<file path="config.mk">
export PLATFORM = sky130hd
export DESIGN_NAME = eco_sweep_ctrl_flat
export DESIGN_NICKNAME = d
export VERILOG_FILES = /design/src/rtl/eco_sweep_ctrl_if.sv /design/src/rtl/eco_sweep_ctrl.sv /design/src/flat_wrapper.sv
export SDC_FILE = /design/constraint.sdc
export NUM_CORES = 1
export LEC_CHECK = 0
export ABC_AREA = 1
export CAP_MARGIN = 15
export CORE_UTILIZATION = 46
export CTS_CLUSTER_DIAMETER = 100
export DETAILED_ROUTE_END_ITERATION = 8
export GPL_ROUTABILITY_DRIVEN = 0
export HOLD_SLACK_MARGIN = 0.15
export PLACE_DENSITY = 0.79
export SYNTH_ARGS = -nofsm -noshare
export SYNTH_HDL_FRONTEND = slang
export SYNTH_SLANG_ARGS = --single-unit
</file>
<file path="constraint.sdc">
create_clock -name clk -period 2 [get_ports clk]
set_input_delay 0.2 -clock clk [delete_from_list [all_inputs] [get_ports clk]]
set_output_delay 0.2 -clock clk [all_outputs]
set_load 0.01 [all_outputs]
</file>
<file path="src/rtl/eco_sweep_ctrl_if.sv">
// Host/datapath signal bundle for eco_sweep_ctrl: run handshake, stimulus fan-out,
// golden/revised responses and run results. The host side is master, the controller is slave.
interface eco_sweep_ctrl_if;
    logic       start;
    logic       abort;
    logic       const_sel;
    logic [4:0] vec_o;
    logic       const_o;
    logic [3:0] gold_i;
    logic [3:0] rev_i;
    logic       busy;
    logic       done;
    logic       pass;
    logic [6:0] mism_cnt;
    logic [5:0] first_vec;
    logic [3:0] first_diff;
    logic       first_valid;

    modport master (
        output start, abort, const_sel, gold_i, rev_i,
        input  vec_o, const_o, busy, done, pass, mism_cnt, first_vec, first_diff, first_valid
    );

    modport slave (
        input  start, abort, const_sel, gold_i, rev_i,
        output vec_o, const_o, busy, done, pass, mism_cnt, first_vec, first_diff, first_valid
    );
endinterface

</file>
<file path="src/rtl/eco_sweep_ctrl.sv">
// Exhaustive-sweep controller comparing golden and revised ECO datapaths with LAT-cycle alignment.
// Optional feature macro ECO_CONST_SWEEP_EN: also sweeps the patch const bit (64 vectors instead of 32).
module eco_sweep_ctrl #(
    parameter int unsigned LAT           = 0,
    parameter bit          STOP_ON_FIRST = 1'b0
) (
    input logic             clk,
    input logic             rst_n,
    eco_sweep_ctrl_if.slave bus
);
`ifdef ECO_CONST_SWEEP_EN
    localparam int unsigned CW = 6;
`else
    localparam int unsigned CW = 5;
`endif
    localparam logic [CW-1:0] LAST_VEC = '1;

    typedef enum logic [1:0] {IDLE, DRIVE, DRAIN, DONE} state_t;

    state_t        state_q;
    logic [CW-1:0] cnt_q;
    logic [2:0]    drain_q;
    logic          stop_q;
    logic          busy_q;
    logic          done_q;
    logic          pass_q;
    logic [6:0]    mism_q;
    logic [6:0]    mism_d;
    logic [5:0]    first_vec_q;
    logic [3:0]    first_diff_q;
    logic          first_valid_q;

    logic          cur_const;
    logic          cur_v;
    logic [5:0]    cur_tag;
    logic          cmp_v;
    logic [5:0]    cmp_tag;
    logic          abort_run;
    logic          hit;
    logic          stop_hit;

`ifdef ECO_CONST_SWEEP_EN
    assign cur_const = cnt_q[5];
`else
    logic const_q;
    assign cur_const = const_q;
`endif

    assign cur_v     = (state_q == DRIVE) && !stop_q;
    assign cur_tag   = {cur_const, cnt_q[4:0]};
    assign abort_run = bus.abort && (state_q != IDLE);
    assign hit       = cmp_v && !stop_q && !abort_run && (bus.gold_i != bus.rev_i);
    assign stop_hit  = STOP_ON_FIRST && hit;
    assign mism_d    = mism_q + {6'd0, hit};

    // Delay the presented vector's valid/tag so they line up with the datapath response.
    if (LAT == 0) begin : g_comb
        assign cmp_v   = cur_v;
        assign cmp_tag = cur_tag;
    end else begin : g_pipe
        logic [LAT-1:0] v_q;
        logic [5:0]     tag_q [LAT];
        logic           flush;

        assign flush = abort_run || stop_hit;

        always_ff @(posedge clk or negedge rst_n) begin
            if (!rst_n) begin
                v_q <= '0;
                for (int i = 0; i < LAT; i++) tag_q[i] <= '0;
            end else begin
                v_q[0]   <= flush ? 1'b0 : cur_v;
                tag_q[0] <= cur_tag;
                for (int i = 1; i < LAT; i++) begin
                    v_q[i]   <= flush ? 1'b0 : v_q[i-1];
                    tag_q[i] <= tag_q[i-1];
                end
            end
        end

        assign cmp_v   = v_q[LAT-1];
        assign cmp_tag = tag_q[LAT-1];
    end

    always_ff @(posedge clk or negedge rst_n) begin
        if (!rst_n) begin
            state_q       <= IDLE;
            cnt_q         <= '0;
            drain_q       <= '0;
            stop_q        <= 1'b0;
            busy_q        <= 1'b0;
            done_q        <= 1'b0;
            pass_q        <= 1'b0;
            mism_q        <= '0;
            first_vec_q   <= '0;
            first_diff_q  <= '0;
            first_valid_q <= 1'b0;
`ifndef ECO_CONST_SWEEP_EN
            const_q       <= 1'b0;
`endif
        end else begin
            done_q <= 1'b0;
            // NOTE: these are non-blocking, so a later assignment in this block (start's clears) wins.
            if (hit) begin
                mism_q <= mism_d;
                if (!first_valid_q) begin
                    first_vec_q   <= cmp_tag;
                    first_diff_q  <= bus.gold_i ^ bus.rev_i;
                    first_valid_q <= 1'b1;
                end
            end

            if (abort_run) begin
                state_q <= IDLE;
                busy_q  <= 1'b0;
                pass_q  <= 1'b0;
                stop_q  <= 1'b0;
            end else if (stop_hit) begin
                stop_q <= 1'b1;
            end else if (stop_q) begin
                state_q <= DONE;
                busy_q  <= 1'b0;
                done_q  <= 1'b1;
                pass_q  <= (mism_d == 7'd0);
                stop_q  <= 1'b0;
            end else begin
                case (state_q)
                    IDLE: begin
                        if (bus.start && !bus.abort) begin
                            state_q       <= DRIVE;
                            busy_q        <= 1'b1;
                            cnt_q         <= '0;
                            pass_q        <= 1'b0;
                            mism_q        <= '0;
                            first_vec_q   <= '0;
                            first_diff_q  <= '0;
                            first_valid_q <= 1'b0;
`ifndef ECO_CONST_SWEEP_EN
                            const_q       <= bus.const_sel;
`endif
                        end
                    end
                    DRIVE: begin
                        if (cnt_q != LAST_VEC) begin
                            cnt_q <= cnt_q + CW'(1);
                        end else if (LAT > 0) begin
                            state_q <= DRAIN;
                            drain_q <= 3'(LAT - 1);
                        end else begin
                            state_q <= DONE;
                            busy_q  <= 1'b0;
                            done_q  <= 1'b1;
                            pass_q  <= (mism_d == 7'd0);
                        end
                    end
                    DRAIN: begin
                        if (drain_q == 3'd0) begin
                            state_q <= DONE;
                            busy_q  <= 1'b0;
                            done_q  <= 1'b1;
                            pass_q  <= (mism_d == 7'd0);
                        end else begin
                            drain_q <= drain_q - 3'd1;
                        end
                    end
                    DONE: state_q <= IDLE;
                endcase
            end
        end
    end

    assign bus.vec_o       = cnt_q[4:0];
    assign bus.const_o     = cur_const;
    assign bus.busy        = busy_q;
    assign bus.done        = done_q;
    assign bus.pass        = pass_q;
    assign bus.mism_cnt    = mism_q;
    assign bus.first_vec   = first_vec_q;
    assign bus.first_diff  = first_diff_q;
    assign bus.first_valid = first_valid_q;
endmodule

</file>
<file path="src/flat_wrapper.sv">
// flat-port wrapper written by rule: the top's interface ports become plain ports
module eco_sweep_ctrl_flat 
#(
    parameter int unsigned LAT           = 0,
    parameter bit          STOP_ON_FIRST = 1'b0
)
  (clk, rst_n, bus_start, bus_abort, bus_const_sel, bus_gold_i, bus_rev_i, bus_vec_o, bus_const_o, bus_busy, bus_done, bus_pass, bus_mism_cnt, bus_first_vec, bus_first_diff, bus_first_valid);
  eco_sweep_ctrl_if bus_i ();
  input logic clk;
  input logic rst_n;
  input wire logic [$bits(bus_i.start)-1:0] bus_start;
  input wire logic [$bits(bus_i.abort)-1:0] bus_abort;
  input wire logic [$bits(bus_i.const_sel)-1:0] bus_const_sel;
  input wire logic [$bits(bus_i.gold_i)-1:0] bus_gold_i;
  input wire logic [$bits(bus_i.rev_i)-1:0] bus_rev_i;
  output wire logic [$bits(bus_i.vec_o)-1:0] bus_vec_o;
  output wire logic [$bits(bus_i.const_o)-1:0] bus_const_o;
  output wire logic [$bits(bus_i.busy)-1:0] bus_busy;
  output wire logic [$bits(bus_i.done)-1:0] bus_done;
  output wire logic [$bits(bus_i.pass)-1:0] bus_pass;
  output wire logic [$bits(bus_i.mism_cnt)-1:0] bus_mism_cnt;
  output wire logic [$bits(bus_i.first_vec)-1:0] bus_first_vec;
  output wire logic [$bits(bus_i.first_diff)-1:0] bus_first_diff;
  output wire logic [$bits(bus_i.first_valid)-1:0] bus_first_valid;
  assign bus_i.start = bus_start;
  assign bus_i.abort = bus_abort;
  assign bus_i.const_sel = bus_const_sel;
  assign bus_i.gold_i = bus_gold_i;
  assign bus_i.rev_i = bus_rev_i;
  assign bus_vec_o = bus_i.vec_o;
  assign bus_const_o = bus_i.const_o;
  assign bus_busy = bus_i.busy;
  assign bus_done = bus_i.done;
  assign bus_pass = bus_i.pass;
  assign bus_mism_cnt = bus_i.mism_cnt;
  assign bus_first_vec = bus_i.first_vec;
  assign bus_first_diff = bus_i.first_diff;
  assign bus_first_valid = bus_i.first_valid;
  eco_sweep_ctrl #(.LAT(LAT), .STOP_ON_FIRST(STOP_ON_FIRST)) u_core (.clk(clk), .rst_n(rst_n), .bus(bus_i));
endmodule
</file>
# Yosys cells after proc, flatten, opt, wreduce, memory -nomap -nowiden
# Index checks and enable logic that the tools add are counted.
dict set report totals {
  reg_bits 32
  latchBits 0
  mem_bits_rw 0
  romBits 0
  in_bits 13
  output_inout_bits 27
  wordCells 84
  memories 0
}
dict set report op_classes {
  n_addsub 3
  n_mul 0
  div_mod_pow 0
  order_cmp 0
  n_eq_ne 10
  n_shift 0
  muxes 40
  bitwise_logic 3
  n_reduce_logical 17
}
# cell n
set ops {}
lappend ops {{two-way mux 6 bit} 5}
lappend ops {{two-way mux 7 bit} 4}
lappend ops {{two-way mux 4 bit} 5}
lappend ops {{two-way mux 1 bit} 15}
lappend ops {{two-way mux 5 bit} 2}
lappend ops {{case mux 5 bit (2 select lines)} 1}
lappend ops {{AND reduction 3 bit} 3}
lappend ops {{two-way mux 2 bit} 4}
lappend ops {{case mux 2 bit (4 select lines)} 1}
lappend ops {{AND reduction 4 bit} 2}
lappend ops {{adder 7 x 1 -> 7 bit} 1}
lappend ops {{zero test 7 bit} 1}
lappend ops {{!= test 3 x 1 -> 1 bit (second input constant)} 2}
lappend ops {{case mux 1 bit (3 select lines)} 2}
lappend ops {{adder 5 x 1 -> 5 bit (second input constant)} 1}
lappend ops {{!= test 5 bit (second input constant)} 1}
lappend ops {{equality test 2 bit (second input constant)} 2}
lappend ops {{logical AND 1 bit} 4}
lappend ops {{!= test 4 bit} 1}
lappend ops {{nonzero test 2 bit} 2}
lappend ops {{nonzero test 4 bit} 1}
lappend ops {{bitwise XOR 4 bit} 1}
lappend ops {{zero test 3 bit} 1}
lappend ops {{!= test 3 x 2 -> 1 bit (second input constant)} 1}
lappend ops {{8 further kinds} 10}

# Logic depth before layout (Yosys ltp)
dict set report depth {
  word_depth 10
  mapped_depth 17
  depth_no_buf 17
}

# Worst setup path before layout
# OpenSTA, ideal clock, no wires.
dict set report synth_path {
  kind {register -> register}
  startpoint {reg u_core.state_q[1]}
  endpoint {reg u_core.mism_q[5], in the netlist u_core.bus.mism_cnt[5]}
  setup_ns 0.120
  arrival_ns 1.974
  t_required_ns 1.880
  path_slack_ns -0.094
  stages_incl_launch_ff 17
  n_path_buf 0
  period_less_slack_ns 2.094
  cell_sequence {dfrtp_1 inv_1 ha_1 inv_2 nand2_4 inv_4 nor2_8 nand2_1 inv_1 ha_1 nand2_1 nor2_2 nand2_1 nand2_1 nand2_1 o21ai_0 nor2_1}
}
dict set report synth_via {
  elab_chain_len 10
  elab_cells_between_ends 12
  cone_classes {add/sub (1); eq/ne (1); mux (4); reduce/logical (6)}
}
# element line
set synth_rtl {}
lappend synth_rtl {{start, declared} eco_sweep_ctrl.sv:20} ;# state_t state_q;
lappend synth_rtl {{start signal, assigned} eco_sweep_ctrl.sv:87} ;# state_q <= IDLE;
lappend synth_rtl {{start signal, assigned} eco_sweep_ctrl.sv:114} ;# state_q <= IDLE;
lappend synth_rtl {{start signal, assigned} eco_sweep_ctrl.sv:121} ;# state_q <= DONE;
lappend synth_rtl {{nonzero test 2 bit} eco_sweep_ctrl.sv:51} ;# assign abort_run = bus.abort && (state_q != IDLE);
lappend synth_rtl {{logical AND 1 bit} eco_sweep_ctrl.sv:51}
lappend synth_rtl {{zero test 1 bit} eco_sweep_ctrl.sv:52} ;# assign hit = cmp_v && !stop_q && !abort_run && (bus.gold_i != bus.rev_i);
lappend synth_rtl {{logical AND 1 bit (2 in a row)} eco_sweep_ctrl.sv:52}
lappend synth_rtl {{adder 7 x 1 -> 7 bit} eco_sweep_ctrl.sv:54} ;# assign mism_d = mism_q + {6'd0, hit};
lappend synth_rtl {{two-way mux 7 bit} eco_sweep_ctrl.sv:104} ;# if (hit) begin
lappend synth_rtl {{two-way mux 7 bit} eco_sweep_ctrl.sv:129} ;# if (bus.start && !bus.abort) begin
lappend synth_rtl {{two-way mux 7 bit} eco_sweep_ctrl.sv:127} ;# case (state_q)
lappend synth_rtl {{two-way mux 7 bit *} eco_sweep_ctrl.sv:113} ;# if (abort_run) begin
lappend synth_rtl {{end signal, assigned} eco_sweep_ctrl.sv:105} ;# mism_q <= mism_d;
lappend synth_rtl {{end, declared} eco_sweep_ctrl.sv:27} ;# logic [6:0] mism_q;
# Mark *: on every way between the ends. The rest lies on a longest branch, timed or not.
# A chain may end at the register's enable or synchronous reset.

# Worst setup path after layout
dict set report layout_path {
  startpoint {reg u_core.state_q[0]}
  endpoint {reg u_core.pass_q, in the netlist u_core.bus.pass}
}
dict set report layout_via {
  elab_chain_len 10
  elab_cells_between_ends 19
  cone_classes {add/sub (1); eq/ne (5); mux (4); reduce/logical (9)}
}
# element line
set layout_rtl {}
lappend layout_rtl {{nonzero test 2 bit} eco_sweep_ctrl.sv:51}
lappend layout_rtl {{logical AND 1 bit} eco_sweep_ctrl.sv:51}
lappend layout_rtl {{zero test 1 bit} eco_sweep_ctrl.sv:52}
lappend layout_rtl {{logical AND 1 bit (2 in a row)} eco_sweep_ctrl.sv:52}
lappend layout_rtl {{adder 7 x 1 -> 7 bit} eco_sweep_ctrl.sv:54}
lappend layout_rtl {{zero test 7 bit} -}
lappend layout_rtl {{two-way mux 1 bit (on tied branches)} {eco_sweep_ctrl.sv:157, eco_sweep_ctrl.sv:144}}
lappend layout_rtl {{case mux 1 bit (3 select lines)} eco_sweep_ctrl.sv:127}
lappend layout_rtl {{two-way mux 1 bit} eco_sweep_ctrl.sv:113}
lappend layout_rtl {{end signal, assigned} eco_sweep_ctrl.sv:124} ;# pass_q <= (mism_d == 7'd0);
lappend layout_rtl {{end signal, assigned} eco_sweep_ctrl.sv:153} ;# pass_q <= (mism_d == 7'd0);
lappend layout_rtl {{end signal, assigned} eco_sweep_ctrl.sv:161} ;# pass_q <= (mism_d == 7'd0);
lappend layout_rtl {{end, declared} eco_sweep_ctrl.sv:26} ;# logic pass_q;
# Parallel ways exist; a longest one is shown, timed or not. The select of a mux whose other input is x is not followed.

==> metrics.csv <==
stage,metric,value,unit
sta,hold slack,0.3079,ns
synth,largest cells by area after synthesis,"dfrtp_1, nand2_1, nor2_1, inv_1, ha_1",
critical_path,R2R Setup Slk,0.06,ns
synth,Yosys top cell by area,dfrtp_1,
job,Max-cap violations,0,
critical_path,crit path capture type,register,
routing,DR pass1 iterations,6,
routing,metal3 WL,118,µm
critical_path,r2r worst-path depth,17,
pwr,leak pwr,1.399,nW
clock_network,Inserted Clock Buffers,5,
pwr,switching power,1.624,mW
status,outcome,finished clean,
routing,Routed WL per cell,11.09,µm
critical_path,RR Startpoint,u_core.state_q[0],
sta,FMAX,0.5167,GHz
synth,ys async rst share,100.0,%
clock_network,CTS tree,yes,
pwr,sw frac,41.56,%
grt,grt ovf,0,
clock_network,clk buf depth,2,
routing,Max Used Layer,met4,
synth,Synthesis Warnings,0,
sta,RSZ-0062 raised after global routing,true,
synth,post-synthesis average cell area,7.313,µm²
critical_path,crit-path max cell delay,0.41,ns
pwr,clock power share,13.6,%
critical_path,CP cell instances,inv_2 > ha_4 > inv_2 > nand2_4 > inv_4 > nor2_8 > nand2_2 > inv_2 > ha_4 > nand2_2 > nor2_4 > buf_4 > nand3b_1 > nand2_1 > nor2_1 > nand3_1 > nand2_1,
sta,Rel. slew slack,64.38,%
worst_hold_path,Tightest Hold Check Type,input pin to asynchronous set/reset pin,
clock_network,H-tree levels,2,
die,Die Footprint,4362,µm²
die,DIE WIDTH,66.05,µm
pwr,sequential power share,29.9,%
sta,setup TNS,0,ns
sta,Worst Tran Pin Value,0.5338,ns
synth,share of the synthesized area in the top cell type,42.44,%
critical_path,FF-to-FF End,u_core.bus.pass,
routing,Metal-1 WL,1.906,mm
routing,1st-iter DRT viols,85,
sta,setup slack after layout,0.06461,ns
critical_path,slowest cell on the critical path,dfrtp_1,
die,Starting Density,49.67,%
place,Buffers on Ports,39,
final_layout,layout cell share with drive strength beyond 1,14.73,%
sta,Pins Over Slew Limit,0,
clock_network,Worst-path clk slew,0.06,ns
die,Ports,40,
final_layout,P&R area growth vs syn,37.20,%
synth,Yosys cell types,25,
sta,final setup fails,0,
pwr,Peak VDD IR,0.8122,mV
routing,via count,1750,
routing,Routed Antenna Nets,0,
synth,Mapped Cells,258,
critical_path,CP arrival,2.11,ns
grt,initial antenna violation count,0,
synth,register area share after synthesis,42.44,%
final_layout,# fillers,325,
synth,mapped cell area,1887,µm²
final_layout,final instance area,2589,µm²
clock_network,CTS sink count,32,
synth,Post-synth top cells,"nand2_1, nor2_1, inv_1, dfrtp_1, o21ai_0",
final_layout,number of antenna diodes,0,
synth,"Top FF cell, synth",dfrtp_1,
die,area of the core,3799,µm²
grt,first-pass GRT wire length,7.086,mm
critical_path,critical path's most frequent cell,inv_2,
place,Placed Area,2442,µm²
pwr,PwrDens,1509,nW/µm²
routing,Vias/cell,4.768,
sta,final cycle utilization of the critical path,96.77,%
grt,Total GRT Usage,21.37,%
clock_network,clk root buf,clkbuf_8,
routing,DRC violations left,0,
die,Die Span Y,66.05,µm
sta,Tmin final,1.935,ns
place,dpl ws,-0.1146,ns
grt,vias in the first global route,1726,
critical_path,Crit Path Category,register to register,
pwr,Comb power frac,56.5,%
pwr,Int Power,2.283,mW
synth,net count after synthesis,281,
critical_path,Worst Path Max Fanout,4,
sta,Setup Skew,0.003141,ns
synth,most frequent cell after synthesis,nand2_1,
grt,largest net degree at the start of global routing,33,
final_layout,Final #Nets,342,
place,HPWL after DPL,2.954,mm
critical_path,Startpoint Class,register,
sta,final hold viol count,0,
clock_network,Hold Buf Count CTS,0,
routing,WL final,4.069,mm
routing,WL met2,1.978,mm
clock_network,Skew-Pair Late Insertion Delay,0.28,ns
synth,Yosys reg bits,32,
die,# rows,22,
synth,number of flops mapped to enable cells by yosys,0,
critical_path,Worst Path Required,2.18,ns
cell usage in the layout, fill, tap and decap left out, drive strengths merged:
master / instances
a21oi: 7
and3: 1
buf: 19
clkbuf: 7
clkdlybuf4s50: 39
dfrtp: 32
ha: 10
inv: 39
nand2: 85
nand3: 11
nand3b: 3
nand4: 2
nor2: 47
nor3: 1
o21a: 2
o21ai: 11
xnor2: 1
xor2: 2
metal layers:
metal / global-route usage [%] / vias to the layer above
met5: 0 / -
met1: 25.36 / 805
li1: - / 907
met2: 36.22 / 30
met4: 8.777 / 0
met3: 5.862 / 8
layout make-up:
type	count	area, µm²	area share [%]
well taps	48	60.06	2.320
flip-flops and latches	32	800.8	30.93
repair buffers	58	533.0	20.59
multi-input cells	183	949.7	36.68
clock buffers	7	96.34	3.722
inverters	39	148.9	5.752
state kept, by name (all words and copies together), names as in the netlist:
register	count
u_core.bus.done	1
u_core.bus.mism_cnt	7
u_core.bus.first_vec	6
u_core.drain_q	3
u_core.bus.first_diff	4
u_core.bus.const_o	1
u_core.bus.busy	1
u_core.bus.vec_o	5
u_core.bus.pass	1
u_core.state_q	2
u_core.bus.first_valid	1
timing repair:
item	4_1_cts	5_1_grt
pin swaps	1	1
gates resized for setup	0	8
endpoints found under the setup margin	2	7
setup buffers	2	1
power groups by stage:
stage	Combinational, mW	Sequential (mW)	Clock [mW]
2_1_floorplan	1.21	1.24	0
3_3_place_gp	2.07	1.16	0
3_5_place_dp	2.12	1.17	0
4_1_cts	2.16	1.16	0.544
5_1_grt	2.49	1.20	0.579
6_report	2.21	1.17	0.530
how the worst max path moves through the flow:
stage,start,end,slack [ns],cells after the start
6_report,u_core.state_q[0],u_core.bus.pass,0.06,17
5_1_grt,u_core.state_q[1],u_core.bus.pass,-0.09,17
4_1_cts,u_core.state_q[0],u_core.bus.mism_cnt[5],0.01,16
3_5_place_dp,bus_rev_i[3],u_core.bus.mism_cnt[5],-0.11,15
3_3_place_gp,bus_rev_i[3],u_core.bus.mism_cnt[5],-0.03,15
2_1_floorplan,u_core.state_q[1],u_core.bus.mism_cnt[5],0.002,14
critical path: cells and delay by family, from the launching register on:
kind	cells	cell delay [ns]
adder cells (fa/ha/maj)	2	0.27
buffers and inverters	5	0.40
AND/OR/NAND/NOR	10	0.74
flip-flops	1	0.41
cell families (layout without fill, tap and decap cells):
group / Yosys count / count (layout) / share of synthesized area [%]
flip-flops: 32 / 32 / 42.44
buffers and inverters: 43 / 104 / 9.748
AND/OR/NAND/NOR: 150 / 150 / 34.22
XOR/XNOR: 3 / 3 / 1.393
AO/OA/AOI/OAI: 20 / 20 / 5.570
adder cells (fa/ha/maj): 10 / 10 / 6.631
stage by stage:
step / std cells / util (%) / power [mW]
2_1_floorplan: 258 / - / 2.451
3_3_place_gp: 357 / 64.30 / 3.230
3_5_place_dp: 357 / 64.30 / 3.292
4_1_cts: 366 / 67.23 / 3.862
5_1_grt: 367 / 68.15 / 4.265
6_report: 367 / 68.15 / 3.907
No activity file was read; power rests on OpenSTA's default activity.
==> edit 1: new RTL, same settings <==
`STOP_ON_FIRST` is set to 1'b0 in 2 places; all go to 1'b1.
--- a/src/rtl/eco_sweep_ctrl.sv
+++ b/src/rtl/eco_sweep_ctrl.sv
@@ -2,7 +2,7 @@
 // Optional feature macro ECO_CONST_SWEEP_EN: also sweeps the patch const bit (64 vectors instead of 32).
 module eco_sweep_ctrl #(
     parameter int unsigned LAT           = 0,
-    parameter bit          STOP_ON_FIRST = 1'b0
+    parameter bit          STOP_ON_FIRST = 1'b1
 ) (
     input logic             clk,
     input logic             rst_n,
--- a/src/flat_wrapper.sv
+++ b/src/flat_wrapper.sv
@@ -2,7 +2,7 @@
 module eco_sweep_ctrl_flat 
 #(
     parameter int unsigned LAT           = 0,
-    parameter bit          STOP_ON_FIRST = 1'b0
+    parameter bit          STOP_ON_FIRST = 1'b1
 )
   (clk, rst_n, bus_start, bus_abort, bus_const_sel, bus_gold_i, bus_rev_i, bus_vec_o, bus_const_o, bus_busy, bus_done, bus_pass, bus_mism_cnt, bus_first_vec, bus_first_diff, bus_first_valid);
   eco_sweep_ctrl_if bus_i ();
Function: changed (a bounded check fails within 4 cycles, from zero or initial values and one cycle with rst_n low).
==> edit 1 against the unedited design <==
The flow now finishes with violations (DRC, setup timing). Design area up 6.8%. Setup slack got worse by 0.14 ns. Power increased by 11%. Clock skew is 0.0045 ns higher. Wire length grew 13%. Non-clock buffer count grew 7. Synthesized area up 1.9%. Sequential cell count up 1. Clock power grew 21%. Critical path type unchanged.
==> edit 1: results (changes against the unedited design) <==
[synthesis]
synth_seq_cells=33  ; was 32
yosysSeqAreaShare_pct=42.9  ; was 42.4%
synth_fa_ha_area_share_pct=6.51  ; was 6.63%
synth.area.top_cells=dfrtp_1 43%, nand2_1 14%, nor2_1 8.2%  ; was dfrtp_1 42%, nand2_1 16%, nor2_1 8.8%
synth_compound_area_share_pct=7.09  ; was 5.57%
syn-num-nets=275  ; was 281
yosys-top-cells-count=71 x nand2_1, 42 x nor2_1, 35 x inv_1  ; was 81 x nand2_1, 44 x nor2_1, 36 x inv_1
ys_types=25  ; unchanged
avgSynthCellArea_um2=7.63  ; was 7.31 um2
synth_xor_area_share_pct=2.73  ; was 1.39%

[global_route]
grt_pass1_vias=1636  ; was 1,726
grt_pass1_wl_mm=7.03  ; was 7.09 mm
grt_max_degree=34  ; was 33
grtUsageTotal_pct=21.2  ; was 21.4%

[drt]
routedWlPerCell_um=12.3  ; was 11.1 um
routed_via_density=4.84  ; was 4.77
drc=2  ; was 0
drt-initial-drc-count=98  ; was 85
num_vias=1812  ; was 1,750

[min_path]
min_path_type=in -> async  ; unchanged

[placement]
dp.final_hpwl_mm=3.07  ; was 2.95 mm
placedCellCount=355  ; was 357
placed_cell_area_mm2=0.00252  ; was 0.00244 mm2

[worst_setup_path]
cp_max_fo=3  ; was 4
crit_start=u_core.state_q[1]  ; was u_core.state_q[0]
arrival_ns=2.30  ; was 2.11 ns
cp_top_family=simple AND/OR/NAND/NOR gates  ; unchanged

[run_status]
outcome=complete, but fails checks  ; was completed
violations=DRC, setup timing

[sta]
maxSlewViolCount=0  ; unchanged
relSlewSlack_pct=69.4  ; was 64.4%
fin_ws_ns=-0.0718  ; was 0.0646 ns
timing.hold.ws_ns=0.331  ; was 0.308 ns
finClkSkew_ns=0.00766  ; was 0.00314 ns
finalSetupViolations=1  ; was 0
final.setup.tns_ns=-0.0718  ; was 0 ns

[finish]
nonClkBufAreaFrac_pct=21.2  ; was 20.6%
diodes=0  ; unchanged
seq_area_share_pct=29.9  ; was 30.9%
drive_gt1_share_pct=19.4  ; was 14.7%
fillers=311  ; was 325
multi_input_comb_cells=179  ; was 183
nonClockBufferCount=65  ; was 58
clk_share_pct=4.21  ; was 3.72%
fin_nets=346  ; was 342

[pwr]
peakVddDrop_uv=761  ; was 812 uV
p_sw_mw=1.82  ; was 1.62 mW
switching_share_pct=41.7  ; was 41.6%
p_leak_nw=1.42  ; was 1.40 nW
powerDensity_mw_per_mm2=1580  ; was 1510 mW/mm2
power_frac_comb_pct=58.2  ; was 56.5%

==> edit 1: changes by cell type after synthesis, sizes merged, moves of 2 or more <==
cell    delta
a21oi      -4
buf        -2
nand2      -8
nand3b     -3
nor2       -4
nor3       +2
o21a       -2
o21ai      +9
or2        +2
xor2       +3
==> edit 1: per-layer routing <==
metal	track usage, %	up-vias	share of wire [%]
met5	0	-	0
met1	26.3	831	44
met3	4.45	7	5.1
met2	35.0	56	49
li1	-	918	-
met4	9.57	0	1.1
==> edit 1: logic make-up after synthesis <==
family / Yosys count
buf+inv: 41
flops: 33
simple gates: 136
fa+ha+maj: 10
xor+xnor: 6
compound gates: 26
==> edit 1: timing repair <==
item,CTS,global route
cloned,0,1
gates resized for setup,4,7
setup endpoints to repair,1,8
pin swaps,5,10
setup buffers,3,7
hold buffers,0,0
==> edit 2: new RTL, same settings <==
Without the edit above. Re-encode `state_t` (4 states) as one-hot, 4 bits wide.
--- a/src/rtl/eco_sweep_ctrl.sv
+++ b/src/rtl/eco_sweep_ctrl.sv
@@ -15,7 +15,7 @@
 `endif
     localparam logic [CW-1:0] LAST_VEC = '1;
 
-    typedef enum logic [1:0] {IDLE, DRIVE, DRAIN, DONE} state_t;
+    typedef enum logic [3:0] {IDLE = 4'b0001, DRIVE = 4'b0010, DRAIN = 4'b0100, DONE = 4'b1000} state_t;
 
     state_t        state_q;
     logic [CW-1:0] cnt_q;
Formal check against the unedited RTL: same outputs for any inputs over 4 cycles, from zero or initial values and one cycle with rst_n low; so few cycles prove little.
==> edit 2 against the unedited design <==
Die area fell by 9.6%. Clock power fell by 4.5%. Synthesized area fell by 9.9%. Wire length fell by 9.8%. Design area fell by 9.5%. Sequential power fell by 10%. Final cell count fell by 8.2%. Power fell by 25%. Sequential cell count fell by 2. Setup slack improved by 0.076 ns. Highest routed layer unchanged. Via count fell by 7.0%. Largest cell class unchanged.
==> edit 2: results (changes against the unedited design) <==
[worst_setup_path]
r2r_cells=14  ; was 17
arrival_ns=2.09  ; was 2.11 ns
cpMaxStageDelayCell=dfrtp_1  ; unchanged
r2r-start=u_core.state_q[3]  ; was u_core.state_q[0]

[finish]
seqCellArea_um2=752  ; was 801 um2
drive_gt1_share_pct=12.4  ; was 14.7%
fillers=295  ; was 325
instances_no_fill=337  ; was 367
diodes=0  ; unchanged
fin_nets=307  ; was 342

[global_route]
grt_max_degree=31  ; was 33
grtUsageTotal_pct=20.3  ; was 21.4%
grt_pass1_wl_mm=6.15  ; was 7.09 mm
grt_pass1_vias=1449  ; was 1,726

[placement]
placedCellCount=328  ; was 357
dp.final_hpwl_mm=2.66  ; was 2.95 mm
dp_worst_setup_slack_ns=-0.246  ; was -0.115 ns
placed_cell_area_mm2=0.00220  ; was 0.00244 mm2

[clock_tree]
insertion_delay_ns=0.29

[sta]
timing.hold.ws_ns=0.297  ; was 0.308 ns
relSlewSlack_pct=74.8  ; was 64.4%
finClkSkew_ns=0.00502  ; was 0.00314 ns

[synthesis]
yosys-top-cells-count=78 x nand2_1, 43 x nor2_1, 37 x inv_1  ; was 81 x nand2_1, 44 x nor2_1, 36 x inv_1
yosysWarnings=0  ; unchanged
synth.area.top_cells=dfrtp_1 43%, nand2_1 17%, nor2_1 9.5%  ; was dfrtp_1 42%, nand2_1 16%, nor2_1 8.8%
netlist_instances=236  ; was 258
yosys.area.top_type_share_pct=42.7  ; was 42.4%
synth_xor_area_share_pct=1.03  ; was 1.39%
yosysSeqAreaShare_pct=44.2  ; was 42.4%
ys_types=24  ; was 25
async_flop_share_pct=100  ; unchanged
synth_compound_area_share_pct=4.49  ; was 5.57%
synth_fa_ha_area_share_pct=2.94  ; was 6.63%
syn-num-nets=253  ; was 281

[pwr]
internal_power_mw=1.79  ; was 2.28 mW
p_leak_nw=1.32  ; was 1.40 nW
pwr-share-seq_pct=35.9  ; was 29.9%
total_power_mw=2.92  ; was 3.91 mW
clkPwrFrac_pct=17.3  ; was 13.6%
peakVddDrop_uv=695  ; was 812 uV

[run_status]
outcome=completed  ; unchanged

[drt]
num_vias=1627  ; was 1,750
drt-initial-drc-count=101  ; was 85
dr.pass1.iters=4  ; was 6
routed_wl_mm=3.67  ; was 4.07 mm

==> edit 2: metal layers <==
| metal | vias up | wire (um) | track usage (%) | part of all wire [%] |
|---|---|---|---|---|
| li1 | 823 | - | - | - |
| met1 | 747 | 1590 | 23.6 | 43 |
| met2 | 47 | 1800 | 33.8 | 49 |
| met3 | 10 | 215 | 5.84 | 5.9 |
| met4 | 0 | 72 | 10.2 | 2.0 |
| met5 | - | 0 | 0 | 0 |
==> edit 2: final cells by class <==
type,count,area share [%]
tap,46,2.46
clock inverter,1,0.214
sequential,30,32.1
inverter,39,6.25
clock buffer,7,3.69
timing repair buffer,50,21.0
multi-input combinational,164,34.2
==> edit 2: worst max path at each step <==
stage                      start               to
2_1_floorplan  u_core.state_q[0]  u_core.bus.pass
3_3_place_gp        bus_rev_i[3]  u_core.bus.pass
3_5_place_dp        bus_rev_i[3]  u_core.bus.pass
4_1_cts             bus_rev_i[0]  u_core.bus.pass
5_1_grt        u_core.state_q[3]  u_core.bus.pass
6_report       u_core.state_q[3]  u_core.bus.pass
==> edit 2: timing repair <==
item,in CTS,in global routing
endpoints found under the setup margin,0,3
gates resized for setup,0,18
setup buffers,0,1
==> edit 2: cell families (layout without fill, tap and decap cells) <==
family | after synthesis | after routing
XOR/XNOR | 2 | 2
AO/OA/AOI/OAI | 13 | 13
AND/OR/NAND/NOR | 145 | 145
flip-flops | 30 | 30
adder cells (fa/ha/maj) | 4 | 4
buffers and inverters | 42 | 97
==> edit 2: worst register-to-register path, cell delays in order (launching register included) <==
cell	delay, ns
dfrtp_1	0.42
inv_2	0.11
nand3_4	0.10
nor2_8	0.13
nand2_2	0.06
inv_2	0.07
ha_4	0.12
ha_2	0.26
nor2_1	0.10
nand3_1	0.08
nor2_1	0.08
nand2_1	0.05
nor2_1	0.09
nand3_1	0.07
nand2_1	0.06
